## src/rtl/pwm_ctrl_pkg.sv

```systemverilog
// ---------------------------------------------------------------------------
// pwm_ctrl_pkg
//
// Shared types and default constants for the PWM duty sequencer.
//   - pwm_state_e : controller state (IDLE, SOFT, RUN, RAMP)
//   - pwm_dir_e   : pending manual step direction
//   - PERIOD, DUTY_W, DUTY_INIT, RAMP_DIV : default configuration
//   - clamp_to_period() : clamps a host target into the legal duty range
// ---------------------------------------------------------------------------
package pwm_ctrl_pkg;

    // Default configuration; the top module exposes each as a parameter.
    localparam int unsigned PERIOD    = 10;
    localparam int unsigned DUTY_W    = 4;
    localparam int unsigned DUTY_INIT = 5;
    localparam int unsigned RAMP_DIV  = 4;

    typedef enum logic [1:0] {
        ST_IDLE = 2'd0,
        ST_SOFT = 2'd1,
        ST_RUN  = 2'd2,
        ST_RAMP = 2'd3
    } pwm_state_e;

    typedef enum logic [1:0] {
        DIR_NONE = 2'd0,
        DIR_INC  = 2'd1,
        DIR_DEC  = 2'd2
    } pwm_dir_e;

    // Host targets beyond the period would mean "more than 100%"; they are
    // limited to the period instead of being rejected.
    function automatic int unsigned clamp_to_period(input int unsigned value,
                                                    input int unsigned limit);
        return (value > limit) ? limit : value;
    endfunction

endpackage

```

## src/rtl/pwm_ramp_divider.sv

```systemverilog
// ---------------------------------------------------------------------------
// pwm_ramp_divider
//
// Counts PWM period boundaries and emits one step pulse every RAMP_DIV of
// them. Used to pace the soft-start and target ramps.
//
// Ports:
//   clk          in   system clock
//   rst_n        in   asynchronous active-low reset
//   clr          in   hold the count at zero (idle/run states, ramp entry)
//   period_start in   one-cycle pulse at each PWM period wrap
//   step         out  high in the cycle of the RAMP_DIV-th counted pulse
// ---------------------------------------------------------------------------
module pwm_ramp_divider #(
    parameter int unsigned RAMP_DIV = pwm_ctrl_pkg::RAMP_DIV
) (
    input  logic clk,
    input  logic rst_n,
    input  logic clr,
    input  logic period_start,
    output logic step
);

    // A divider of 1 still needs a one-bit counter that simply stays at zero.
    localparam int unsigned     CNT_W    = (RAMP_DIV > 1) ? $clog2(RAMP_DIV) : 1;
    localparam logic [CNT_W-1:0] CNT_LAST = CNT_W'(RAMP_DIV - 1);

    logic [CNT_W-1:0] cnt_q;
    logic [CNT_W-1:0] cnt_d;

    // Next count: clear wins over counting, wrap after the last value.
    always_comb begin
        cnt_d = cnt_q;
        if (clr) begin
            cnt_d = '0;
        end else if (period_start) begin
            cnt_d = (cnt_q == CNT_LAST) ? '0 : cnt_q + 1'b1;
        end
    end

    assign step = period_start && !clr && (cnt_q == CNT_LAST);

    // Count register.
    always_ff @(posedge clk or negedge rst_n) begin
        if (!rst_n) begin
            cnt_q <= '0;
        end else begin
            cnt_q <= cnt_d;
        end
    end

endmodule

```

## src/rtl/pwm_duty_sequencer.sv

```systemverilog
// ---------------------------------------------------------------------------
// pwm_duty_sequencer
//
// Duty-cycle controller for one PWM channel. Chooses the duty value fed to
// the PWM comparator and changes it only at PWM period boundaries. Sources,
// highest priority first: the enable-driven soft-start ramp, a host target
// (valid/ready handshake, approached one step at a time), and single-step
// manual increase/decrease requests.
//
// Ports:
//   clk           in   system clock
//   rst_n         in   asynchronous active-low reset
//   en            in   channel enable (level); low forces duty to 0
//   period_start  in   pulse when the PWM counter wraps to 0
//   inc_req       in   manual request: duty + 1 at the next boundary
//   dec_req       in   manual request: duty - 1 at the next boundary
//   target_valid  in   host target offered
//   target_duty   in   host target (clamped to PERIOD)
//   target_ready  out  host target can be accepted (RUN only)
//   duty          out  current duty value
//   duty_update   out  pulse in the cycle duty takes a new value
//   busy          out  soft-start or target ramp in progress
//   req_dropped   out  pulse when a manual request is discarded
//
// Build option:
//   PWM_SOFT_START_EN defined   : enable ramps duty 0 -> DUTY_INIT (SOFT).
//   PWM_SOFT_START_EN undefined : enable goes straight to RUN and duty loads
//                                 DUTY_INIT at the first period boundary.
// ---------------------------------------------------------------------------
module pwm_duty_sequencer #(
    parameter int unsigned PERIOD    = pwm_ctrl_pkg::PERIOD,
    parameter int unsigned DUTY_W    = pwm_ctrl_pkg::DUTY_W,
    parameter int unsigned DUTY_INIT = pwm_ctrl_pkg::DUTY_INIT,
    parameter int unsigned RAMP_DIV  = pwm_ctrl_pkg::RAMP_DIV
) (
    input  logic              clk,
    input  logic              rst_n,
    input  logic              en,
    input  logic              period_start,
    input  logic              inc_req,
    input  logic              dec_req,
    input  logic              target_valid,
    input  logic [DUTY_W-1:0] target_duty,
    output logic              target_ready,
    output logic [DUTY_W-1:0] duty,
    output logic              duty_update,
    output logic              busy,
    output logic              req_dropped
);

    import pwm_ctrl_pkg::*;

    localparam logic [DUTY_W-1:0] PERIOD_D    = DUTY_W'(PERIOD);
    localparam logic [DUTY_W-1:0] DUTY_INIT_D = DUTY_W'(DUTY_INIT);

    pwm_state_e        state_q, state_d;
    pwm_dir_e          dir_q, dir_d;
    logic [DUTY_W-1:0] duty_q, duty_d;
    logic [DUTY_W-1:0] tgt_q, tgt_d;
    logic              duty_update_q, duty_update_d;
    logic              busy_q, busy_d;
    logic              ready_q, ready_d;
    logic              dropped_q, dropped_d;

`ifndef PWM_SOFT_START_EN
    // Set on entry to RUN; the first boundary then loads DUTY_INIT.
    logic              init_q, init_d;
`endif

    logic              div_clr;
    logic              div_step;
    logic              accept;
    logic [DUTY_W-1:0] tgt_clamped;
    logic [DUTY_W-1:0] duty_plus;
    logic [DUTY_W-1:0] duty_minus;

    assign duty_plus   = duty_q + 1'b1;
    assign duty_minus  = duty_q - 1'b1;
    assign tgt_clamped = DUTY_W'(clamp_to_period(32'(target_duty), PERIOD));
    assign accept      = target_valid && ready_q;

    // The divider only runs while ramping; holding it clear in IDLE and RUN
    // means every SOFT/RAMP entry starts from a fresh count.
    assign div_clr = (state_q == ST_IDLE) || (state_q == ST_RUN);

    pwm_ramp_divider #(
        .RAMP_DIV(RAMP_DIV)
    ) u_ramp_divider (
        .clk         (clk),
        .rst_n       (rst_n),
        .clr         (div_clr),
        .period_start(period_start),
        .step        (div_step)
    );

    // Next-state and next-output logic. Dropping the enable overrides every
    // state. In RUN an accepted target that differs from the current duty
    // takes precedence over a manual step due at the same boundary, and a
    // request arriving together with a boundary becomes the new pending step.
    always_comb begin
        state_d   = state_q;
        dir_d     = dir_q;
        duty_d    = duty_q;
        tgt_d     = tgt_q;
`ifndef PWM_SOFT_START_EN
        init_d    = init_q;
`endif
        dropped_d = (inc_req || dec_req) && (state_q != ST_RUN);

        if (!en) begin
            state_d = ST_IDLE;
            duty_d  = '0;
            dir_d   = DIR_NONE;
`ifndef PWM_SOFT_START_EN
            init_d  = 1'b0;
`endif
        end else begin
            case (state_q)
                ST_IDLE: begin
`ifdef PWM_SOFT_START_EN
                    state_d = ST_SOFT;
`else
                    state_d = ST_RUN;
                    init_d  = 1'b1;
`endif
                end

`ifdef PWM_SOFT_START_EN
                ST_SOFT: begin
                    if (div_step) begin
                        duty_d = duty_plus;
                        if (duty_plus == DUTY_INIT_D) begin
                            state_d = ST_RUN;
                        end
                    end
                end
`endif

                ST_RUN: begin
                    if (accept && (tgt_clamped != duty_q)) begin
                        state_d = ST_RAMP;
                        tgt_d   = tgt_clamped;
                        dir_d   = DIR_NONE;
                    end else begin
                        if (period_start) begin
                            dir_d = DIR_NONE;
`ifndef PWM_SOFT_START_EN
                            if (init_q) begin
                                duty_d = DUTY_INIT_D;
                                init_d = 1'b0;
                            end else
`endif
                            if ((dir_q == DIR_INC) && (duty_q != PERIOD_D)) begin
                                duty_d = duty_plus;
                            end else if ((dir_q == DIR_DEC) && (duty_q != '0)) begin
                                duty_d = duty_minus;
                            end
                        end
                        if (inc_req && dec_req) begin
                            dir_d = DIR_NONE;
                        end else if (inc_req) begin
                            dir_d = DIR_INC;
                        end else if (dec_req) begin
                            dir_d = DIR_DEC;
                        end
                    end
                end

                ST_RAMP: begin
                    if (div_step) begin
                        duty_d = (tgt_q > duty_q) ? duty_plus : duty_minus;
                        if (duty_d == tgt_q) begin
                            state_d = ST_RUN;
                        end
                    end
                end

                default: begin
                    state_d = ST_IDLE;
                    duty_d  = '0;
                    dir_d   = DIR_NONE;
                end
            endcase
        end

        duty_update_d = (duty_d != duty_q);
        busy_d        = (state_d == ST_SOFT) || (state_d == ST_RAMP);
`ifdef PWM_SOFT_START_EN
        ready_d       = (state_d == ST_RUN);
`else
        ready_d       = (state_d == ST_RUN) && !init_d;
`endif
    end

    // State and registered outputs.
    always_ff @(posedge clk or negedge rst_n) begin
        if (!rst_n) begin
            state_q       <= ST_IDLE;
            dir_q         <= DIR_NONE;
            duty_q        <= '0;
            tgt_q         <= '0;
            duty_update_q <= 1'b0;
            busy_q        <= 1'b0;
            ready_q       <= 1'b0;
            dropped_q     <= 1'b0;
        end else begin
            state_q       <= state_d;
            dir_q         <= dir_d;
            duty_q        <= duty_d;
            tgt_q         <= tgt_d;
            duty_update_q <= duty_update_d;
            busy_q        <= busy_d;
            ready_q       <= ready_d;
            dropped_q     <= dropped_d;
        end
    end

`ifndef PWM_SOFT_START_EN
    // Pending first-boundary load of DUTY_INIT.
    always_ff @(posedge clk or negedge rst_n) begin
        if (!rst_n) begin
            init_q <= 1'b0;
        end else begin
            init_q <= init_d;
        end
    end
`endif

    assign duty         = duty_q;
    assign duty_update  = duty_update_q;
    assign busy         = busy_q;
    assign target_ready = ready_q;
    assign req_dropped  = dropped_q;

endmodule

```

## config.mk

```make
export PLATFORM = sky130hd
export DESIGN_NAME = pwm_duty_sequencer
export DESIGN_NICKNAME = d
export VERILOG_FILES = /design/src/rtl/pwm_ctrl_pkg.sv /design/src/rtl/pwm_ramp_divider.sv /design/src/rtl/pwm_duty_sequencer.sv
export SDC_FILE = /design/constraint.sdc
export NUM_CORES = 1
export LEC_CHECK = 0
export BUFFER_PORTS_ARGS = -buffer_cell sky130_fd_sc_hd__buf_2
export CORE_MARGIN = 10
export CORE_UTILIZATION = 56
export DETAILED_ROUTE_END_ITERATION = 16
export PLACE_DENSITY = 0.87
export SYNTH_ARGS = -nofsm -noshare
export SYNTH_HDL_FRONTEND = slang
export SYNTH_HIERARCHICAL = 1
export SYNTH_SLANG_ARGS = --single-unit
```

## constraint.sdc

```tcl
create_clock -name clk -period 7 [get_ports clk]
set_input_delay 0 -clock clk [delete_from_list [all_inputs] [get_ports clk]]
set_output_delay 0 -clock clk [all_outputs]
set_load 0.1 [all_outputs]
```

==> out/metrics.yaml, run 1 <==
synth:
  yosysUniqueCellTypes: 59
  ys_seq_area_share_pct: 26.0
  yosys_warnings: 6
  syn_inst: 201
  syn_area_um2: 1730
  synth.ff_latch_count: 18
  synthTopCellsByArea: "dfrtp_1, ha_1, nand2_1, a21oi_1, nand2b_1"
  syn_area_per_cell_um2: 8.62
  synth_enable_flop_cells: 0
  ys.flop_type: "dfrtp_1"
  synth_top_area_share_pct: 26.0
  synth_top_cell_by_area: "dfrtp_1"
  async_flop_share_pct: 100
  syn_nets: 224
clocking:
  h-tree-depth: 1
  numCtsBuffers: 3
  ctsResizeCount: 0
  hold_buffers: 5
  cts_buffer_depth: 2
  clkSinkCount: 18
  path_clk_slew_ps: 100
  clk_latency_ps: 290
  root_buffer: "clkbuf_4"
  cts_tree: "yes"
  postCtsSetupBuffers: 0
timing:
  post-route-period-util_pct: 52.6
  final-hold-violation-count: 0
  worst_pin_slew_ps: 638
  worst_slack_ps: 3320
  setup_violations: 0
  final.min_clock_period_ps: 3680
  slew_headroom_pct: 57.3
  rsz0062_at_grt: "no"
  slew_viol_final: 0
  tns_ps: 0
  skew_ps: 6.98
  fmax_mhz: 271
critical_path:
  crit_fanout: 15
  r2r-start: "duty[2]"
  crit_path_top_delay_cell: "dfrtp_1"
  path_class: "reg -> reg"
  worstPathCellList: "inv_1, ha_1, and4_4, a21oi_4, mux2i_4, o21ai_2, a41o_1, or4_1, or4_1"
  required_ps: 7170
  cp_data_arrival_time_ps: 3860
  crit_top_cell: "or4_1"
  max_stage_delay_ps: 690
  critPathLaunch: "duty[2]"
  r2r_slack_ps: 3320
  crit_path_end_kind: "register"
  start_kind: "register"
placed_design:
  dp_slack_ps: 3340
  placed_cells: 244
  placed_area_um2: 1810
  place.gp.congestion: 0.991
  port_buffers: 18
  dpl.hpwl_mm: 3.47
routing:
  drc: 0
  first_pass_iters: 4
  wl_mm: 4.46
  ant_nets: 0
  dr.first_iter.drc_count: 199
  routedWlPerCell_um: 17.7
  dr_total_vias: 1615
  drt-vias-per-instance: 6.41
pwr:
  power.density_nw_per_um2: 188
  ir_drop_mv: 0.113
  leakagePower_nw: 0.827
floorplanning:
  die_height_um: 75.6
  coreArea_um2: 3000
  fp-row-count: 20
  pin_count: 19
  die_area_um2: 5720
  die_w_um: 75.6
  initial_core_util_pct: 57.7
layout:
  drive_above_1_share_pct: 19.2
  mostFrequentLayoutCell: "nand2_1"
  syn_to_final_growth_pct: 8.88
  final_area_um2: 1890
  layoutNonFillerInstCount: 252
  diodes: 0
  final_cell_mix: "nand2_1, dfrtp_1, buf_2"
  fin_nets: 244
min_path:
  hp-class: "in -> reg"
  min-delay-start: "target_duty[3]"
global_route:
  grt-ovfl-total: 0
  grt_max_degree: 19
  grt.total_usage_pct: 16.7
  grt_pass1_vias: 1613
  antenna_found_initial: 0
  grt_pass1_wl_mm: 7.51
job:
  maxCapViolations: 0
outcome:
  status: "completed"
==> state kept, by name, indices dropped and copies added (netlist names) <==
signal                cells
target_ready              1
duty_update               1
tgt_q                     4
init_q                    1
busy                      1
state_q                   1
duty                      4
u_ramp_divider/cnt_q      2
dir_q                     2
req_dropped               1
==> stage by stage <==
step	power, W	hold slack (ps)	utilization [%]
floorplan	0.000269	-296	-
global placement	0.000296	-56.6	60.4
detailed placement	0.000302	-49.3	60.4
CTS	0.000355	48.1	62.8
global route	0.000373	62.9	62.8
finish	0.000355	51.3	62.8
==> kinds of logic (layout without fill, tap and decap cells) <==
group                      after synthesis  in the layout  share of synthesized area (%)
AOI/OAI and AO/OA                       52             52                           22.5
muxes                                    8              8                           6.35
buffers and inverters                   21             39                           5.70
and+or+nand+nor                         82             82                           26.7
xor gates and xnor gates                 8              8                           4.04
DFF                                     18             18                           26.0
adders and majority gates               12             12                           8.66
==> path summary, 6_finish.rpt <==
check | endpoint | cells after the start
worst max-delay path | duty_update | 9
worst min-delay path | tgt_q[3] | 2
worst max register to register | duty_update | 9
worst min register to register | tgt_q[0] | 2
max in group asynchronous | dir_q[1] | 2
min in group asynchronous | duty[1] | 2
==> cell type report <==
class / instances / area [um2]
Clock buffer: 3 / 22.5
Tap cell: 33 / 41.3
Multi-Input combinational cell: 162 / 1180
Sequential cell: 18 / 450
Inverter: 13 / 48.8
Fill cell: 253 / 1120
Timing Repair Buffer: 23 / 140
==> per-layer routing <==
layer / share of wire [%] / vias to the layer above / wire length (um) / track usage [%]
li1: - / 770 / - / -
met4: 1.5 / 0 / 69 / 5.57
met2: 49 / 81 / 2200 / 28.4
met1: 42 / 756 / 1850 / 20.7
met5: 0 / - / 0 / 0
met3: 7.5 / 8 / 335 / 3.26
==> critical path, delay by kind of cell (launching register included) <==
kind	cells	cell delay, ps
flip-flops	1	690
multiplexers	1	350
buffers and inverters	1	290
adder cells (fa/ha/maj)	1	420
AND/OR/NAND/NOR	3	1270
AO/OA/AOI/OAI	3	550
==> synthesized netlist by cell type, types with 2 or more instances <==
| master | number |
|---|---|
| xnor2_1 | 3 |
| a31oi_1 | 2 |
| o32ai_1 | 4 |
| nand2b_1 | 8 |
| xor2_1 | 5 |
| a21oi_1 | 11 |
| nor3_1 | 7 |
| or4_1 | 2 |
| o21ai_0 | 9 |
| a21oi_2 | 2 |
| clkbuf_1 | 3 |
| a32oi_1 | 3 |
| nand3b_1 | 2 |
| inv_1 | 12 |
| dfrtp_1 | 18 |
| or3_1 | 3 |
| mux2i_1 | 2 |
| mux2_2 | 4 |
| nor4_1 | 3 |
| o31a_1 | 3 |
| nand2_1 | 23 |
| nor3b_1 | 2 |
| ha_1 | 12 |
| o21ai_1 | 2 |
| mux2i_4 | 2 |
| o211ai_1 | 2 |
| nand3_1 | 6 |
| nand4bb_1 | 2 |
| and2_1 | 2 |
| nor2b_1 | 2 |
| nor2_1 | 10 |
| buf_4 | 3 |
==> power by group <==
| part | internal [W] | total, W | switching (W) |
|---|---|---|---|
| combinational | 0.0000741 | 0.000179 | 0.000105 |
| sequential | 0.000113 | 0.000125 | 0.0000119 |
| clock | 0.0000200 | 0.0000503 | 0.0000303 |
Power figures use the tool's default switching activity.
==> inputs of run 2 (changes only) <==
--- a/config.mk
+++ b/config.mk
@@ -7,9 +7,9 @@
 export LEC_CHECK = 0
 export BUFFER_PORTS_ARGS = -buffer_cell sky130_fd_sc_hd__buf_2
 export CORE_MARGIN = 10
-export CORE_UTILIZATION = 56
+export CORE_UTILIZATION = 53
 export DETAILED_ROUTE_END_ITERATION = 16
-export PLACE_DENSITY = 0.87
+export PLACE_DENSITY = 0.86
 export SYNTH_ARGS = -nofsm -noshare
 export SYNTH_HDL_FRONTEND = slang
 export SYNTH_HIERARCHICAL = 1
==> constraint.sdc (replaced) <==
create_clock -name clk -period 3.38 [get_ports clk]
set_input_delay 0 -clock clk [delete_from_list [all_inputs] [get_ports clk]]
set_output_delay 0 -clock clk [all_outputs]
set_load 0.1 [all_outputs]
==> out/metrics.yaml, run 2 (synthesis results as in run 1) <==
outcome:
  status: "completed"  # unchanged
global_route:
  grt-ovfl-total: 0  # unchanged
  grt.busiest_layer: "met2"  # unchanged
  grtUsageMet3_pct: 2.33  # was 3.26%
  grt.total_usage_pct: 14.8  # was 16.7%
  grtUsageMet2_pct: 24.6  # was 28.4%
  grt_use_met1_pct: 18.9  # was 20.7%
  antenna_found_initial: 0  # unchanged
  grt_pass1_vias: 1615  # was 1,613
  grt_pass1_wl_mm: 7.51  # unchanged
  grt_max_degree: 19  # unchanged
floorplanning:
  die_height_um: 77.2  # was 75.6 um
  die_w_um: 77.2  # was 75.6 um
  initial_core_util_pct: 55.8  # was 57.7%
  fp-row-count: 20  # unchanged
  die_area_um2: 5960  # was 5720 um2
  coreArea_um2: 3100  # was 3000 um2
  pin_count: 19  # unchanged
layout:
  fin_nets: 253  # was 244
  syn_to_final_growth_pct: 15.2  # was 8.88%
  diodes: 0  # unchanged
  final_cell_mix: "nand2_1, buf_2, dfrtp_1"  # was nand2_1, dfrtp_1, buf_2
  mostFrequentLayoutCell: "nand2_1"  # unchanged
  layoutNonFillerInstCount: 273  # was 252
  drive_above_1_share_pct: 25.3  # was 19.2%
  utilization_pct: 64.3  # was 62.8%
critical_path:
  critPathLaunch: "duty[1]"  # was duty[2]
  crit_path_top_delay_cell: "or4_1"  # was dfrtp_1
  crit_top_cell: "or4_1"  # unchanged
  crit_path_end_kind: "register"  # unchanged
  max_stage_delay_ps: 510  # was 690 ps
  cp_data_arrival_time_ps: 3310  # was 3860 ps
  crit_fanout: 5  # was 15
  path_class: "reg -> reg"  # unchanged
  start_kind: "register"  # unchanged
  worstPathCellList: "inv_2, ha_1, nor2b_4, o211ai_4, a21oi_4, mux2i_4, o32ai_1, a32o_1, or4_1, or4_1"  # was inv_1, ha_1, and4_4, a21oi_4, mux2i_4, o21ai_2, a41o_1, or4_1, or4_1
  required_ps: 3570  # was 7170 ps
  r2r-start: "duty[1]"  # was duty[2]
timing:
  setup_violations: 0  # unchanged
  tns_ps: 0  # unchanged
  fmax_mhz: 320  # was 271 MHz
  worst_slack_ps: 256  # was 3320 ps
  slew_headroom_pct: 67.6  # was 57.3%
  post-route-period-util_pct: 92.4  # was 52.6%
  skew_ps: 2.77  # was 6.98 ps
  rsz0062_at_grt: "no"  # unchanged
  worst_pin_slew_ps: 490  # was 638 ps
  final-hold-violation-count: 0  # unchanged
  slew_viol_final: 0  # unchanged
  final.min_clock_period_ps: 3120  # was 3680 ps
pwr:
  leakagePower_nw: 0.871  # was 0.827 nW
  power_w: 0.000787  # was 0.000355 W
  ir_drop_mv: 0.201  # was 0.113 mV
  power.density_nw_per_um2: 394  # was 188 nW/um2
placed_design:
  dpl.hpwl_mm: 3.52  # was 3.47 mm
  port_buffers: 18  # unchanged
  dp_slack_ps: 260  # was 3340 ps
  place.gp.congestion: 1.03  # was 0.991
  placed_cells: 264  # was 244
clocking:
  root_buffer: "clkbuf_4"  # unchanged
  postCtsSetupBuffers: 0  # unchanged
  path_clk_slew_ps: 110  # was 100 ps
  cts_buffer_depth: 2  # unchanged
  clk_latency_ps: 300  # was 290 ps
  h-tree-depth: 1  # unchanged
  clkSinkCount: 18  # unchanged
  cts_tree: "yes"  # unchanged
  numCtsBuffers: 3  # unchanged
routing:
  dr_total_vias: 1631  # was 1,615
  drc: 0  # unchanged
  dr.first_iter.drc_count: 122  # was 199
  first_pass_iters: 5  # was 4
  ant_nets: 0  # unchanged
  routedWlPerCell_um: 16.2  # was 17.7 um
  wl_mm: 4.43  # was 4.46 mm
  drt-vias-per-instance: 5.97  # was 6.41
min_path:
  hp-class: "in -> reg"  # unchanged
  min-delay-start: "target_duty[2]"  # was target_duty[3]
job:
  maxCapViolations: 0  # unchanged
==> run 2: cell count changes in the layout (fill, tap and decap cells not counted), sizes merged <==
cell	before	now
buf	18	27
clkbuf	3	4
==> run 2: metrics by stage <==
step / instance area [um2] / hold WS, ps
floorplan: 1750 / -296
global placement: 1910 / -48.0
detailed placement: 1910 / -45.8
CTS: 2000 / 22.1
global route: 2000 / 46.3
finish: 2000 / 26.8
==> run 2: path summary, 6_finish.rpt <==
check                         endpoint  slack (ps)  cells after the start
max                        duty_update         260                     10
max in group asynchronous      duty[2]        2910                      2
min                           tgt_q[2]          30                      3
max reg2reg                duty_update         260                     10
min reg2reg                   tgt_q[0]         490                      2
min in group asynchronous     dir_q[0]         140                      2
==> run 2: cell type report <==
cell class	instances	area, um2
multi-input cells	162	1180
fillers	268	1110
flip-flops and latches	18	464
repair buffers	32	208
well taps	44	55.1
inverters	13	48.8
clock buffers	4	36.3
==> run 2: power by group <==
part	switching, W	leakage (nW)	total [W]	internal (W)
clock	0.0000714	0.0210	0.000137	0.0000658
combinational	0.000230	0.620	0.000395	0.000166
sequential	0.0000184	0.230	0.000254	0.000236
==> run 2: layer usage <==
layer | wire, um | vias up
met4 | 69 | 0
met5 | 0 | -
met1 | 1940 | 765
met3 | 315 | 12
li1 | - | 791
met2 | 2110 | 63
==> run 2: worst max-delay path, delay by kind of cell, from the launching register on <==
kind	cells	cell delay (ps)
and+or+nand+nor	3	1040
AOI/OAI and AO/OA	4	830
DFF	1	430
muxes	1	350
adders and majority gates	1	290
buffers and inverters	1	70
==> run 2: timing repair <==
item	in CTS	in global routing
resized for setup	0	0
hold buffers	5	0
hold endpoints to repair	21	0
endpoints found under the setup margin	0	0
==> inputs of run 3 (changes only) <==
==> constraint.sdc (replaced) <==
create_clock -name clk -period 2.8 [get_ports clk]
set_input_delay 0 -clock clk [delete_from_list [all_inputs] [get_ports clk]]
set_output_delay 0 -clock clk [all_outputs]
set_load 0.1 [all_outputs]
==> out/metrics.yaml, run 3 (synthesis results as in run 1) <==
outcome:
  status: "finished with violations"  # was completed
  violations: "negative setup slack"
timing:
  slew_headroom_pct: 67.5  # was 67.6%
  worst_slack_ps: -152  # was 256 ps
  final-hold-violation-count: 0  # unchanged
  finalHoldWorstSlack_ps: 19.7  # was 26.8 ps
  post-route-period-util_pct: 105  # was 92.4%
  final.min_clock_period_ps: 2950  # was 3120 ps
  fmax_mhz: 339  # was 320 MHz
  skew_ps: 12.5  # was 2.77 ps
  setup_violations: 1  # was 0
  slew_viol_final: 0  # unchanged
  rsz0062_at_grt: "yes"  # was no
  tns_ps: -152  # was 0 ps
  worst_pin_slew_ps: 491  # was 490 ps
clocking:
  cts_buffer_depth: 2  # unchanged
  clk_latency_ps: 310  # was 300 ps
  numCtsBuffers: 3  # unchanged
  clkSinkCount: 18  # unchanged
  path_clk_slew_ps: 120  # was 110 ps
  cts_tree: "yes"  # unchanged
  h-tree-depth: 1  # unchanged
  root_buffer: "clkbuf_4"  # unchanged
critical_path:
  max_stage_delay_ps: 530  # was 510 ps
  crit_fanout: 3  # was 5
  required_ps: 3000  # was 3570 ps
  cp_data_arrival_time_ps: 3150  # was 3310 ps
  crit_path_end_kind: "register"  # unchanged
  start_kind: "register"  # unchanged
  worstPathCellList: "inv_6, ha_4, nor2b_4, o211ai_4, a21oi_4, mux2i_4, o21ai_2, a41o_1, or4_1, or4_4"  # was inv_2, ha_1, nor2b_4, o211ai_4, a21oi_4, mux2i_4, o32ai_1, a32o_1, or4_1, or4_1
  path_class: "reg -> reg"  # unchanged
  crit_path_top_delay_cell: "or4_1"  # unchanged
placed_design:
  placed_cells: 289  # was 264
  dpl.hpwl_mm: 3.82  # was 3.52 mm
  place.gp.congestion: 1.00  # was 1.03
  port_buffers: 18  # unchanged
layout:
  diodes: 0  # unchanged
  final_cell_mix: "buf_4, nand2_1, buf_2"  # was nand2_1, buf_2, dfrtp_1
  mostFrequentLayoutCell: "buf_4"  # was nand2_1
  syn_to_final_growth_pct: 30.7  # was 15.2%
  fin_nets: 280  # was 253
  layoutNonFillerInstCount: 300  # was 273
  drive_above_1_share_pct: 36.7  # was 25.3%
routing:
  dr_total_vias: 1826  # was 1,631
  first_pass_iters: 5  # unchanged
  routedWlPerCell_um: 17.1  # was 16.2 um
  drt-vias-per-instance: 6.09  # was 5.97
  wl_mm: 5.13  # was 4.43 mm
  drc: 0  # unchanged
  ant_nets: 0  # unchanged
  dr.first_iter.drc_count: 131  # was 122
global_route:
  antenna_found_initial: 0  # unchanged
  grt_pass1_vias: 1769  # was 1,615
  grt-ovfl-total: 0  # unchanged
  grt_max_degree: 19  # unchanged
  grt.total_usage_pct: 16.8  # was 14.8%
  grt_pass1_wl_mm: 8.37  # was 7.51 mm
job:
  maxCapViolations: 0  # unchanged
floorplanning:
  die_w_um: 77.2  # unchanged
  die_area_um2: 5960  # unchanged
  coreArea_um2: 3100  # unchanged
  fp-row-count: 20  # unchanged
  pin_count: 19  # unchanged
  die_height_um: 77.2  # unchanged
  initial_core_util_pct: 55.8  # unchanged
pwr:
  ir_drop_mv: 0.456  # was 0.201 mV
  leakagePower_nw: 1.00  # was 0.871 nW
  power.density_nw_per_um2: 478  # was 394 nW/um2
min_path:
  hp-class: "in -> reg"  # unchanged
==> run 3: changes by cell type in the layout (fill, tap and decap cells not counted), sizes merged <==
cell / change
inv: -1
clkinvlp: +1
buf: +27
==> run 3: what timing repair did <==
| action | CTS | global route |
|---|---|---|
| hold endpoints to repair | 21 | 0 |
| gates cloned | 0 | 0 |
| buffers inserted | 1 | 1 |
| hold buffers | 5 | 0 |
| endpoints found under the setup margin | 1 | 3 |
| pin swaps | 1 | 1 |
| gates resized for setup | 1 | 6 |
==> run 3: through the flow <==
stage	utilization, %	setup slack, ps	total power (W)	instance area [um2]
CTS	72.2	-126	0.00104	2240
finish	73.0	-152	0.00108	2260
global route	73.0	-245	0.00113	2260
detailed placement	68.8	-146	0.000854	2130
global placement	68.8	-88.7	0.000839	2130
floorplan	-	-477	0.000686	1790
==> run 3: final timing paths <==
kind / depth (start not counted) / to / slack, ps / startpoint
max: 10 / duty_update / -150 / duty[1]
min: 3 / tgt_q[2] / 20 / target_duty[2]
max reg2reg: 10 / duty_update / -150 / duty[1]
min reg2reg: 2 / tgt_q[0] / 520 / tgt_q[0]
max in group asynchronous: 2 / duty[1] / 2290 / rst_n
min in group asynchronous: 2 / dir_q[0] / 150 / rst_n
==> run 3: power breakdown <==
group | switching, W | internal (W)
Combinational | 0.000311 | 0.000295
Clock | 0.0000906 | 0.0000795
Sequential | 0.0000226 | 0.000284
Total | 0.000424 | 0.000659
==> run 3: layout make-up <==
cell class | instances | area [um2]
Clock buffer | 4 | 36.3
Fill cell | 249 | 838
Inverter | 13 | 57.6
Multi-Input combinational cell | 162 | 1240
Sequential cell | 18 | 467
Tap cell | 44 | 55.1
Timing Repair Buffer | 59 | 410
==> run 3: metal layers <==
layer	track usage [%]	part of all wire [%]	vias to the layer above
met4	6.39	2.8	0
met3	3.50	8.1	25
met2	27.6	47	107
met1	20.8	42	839
met5	0	0	-
li1	-	-	855
==> run 3: critical path, delay by kind of cell (launching register included) <==
| family | cells | cell delay (ps) |
|---|---|---|
| AND/OR/NAND/NOR | 3 | 1160 |
| flip-flops | 1 | 450 |
| buffers and inverters | 1 | 40 |
| multiplexers | 1 | 290 |
| AO/OA/AOI/OAI | 4 | 670 |
| adder cells (fa/ha/maj) | 1 | 250 |
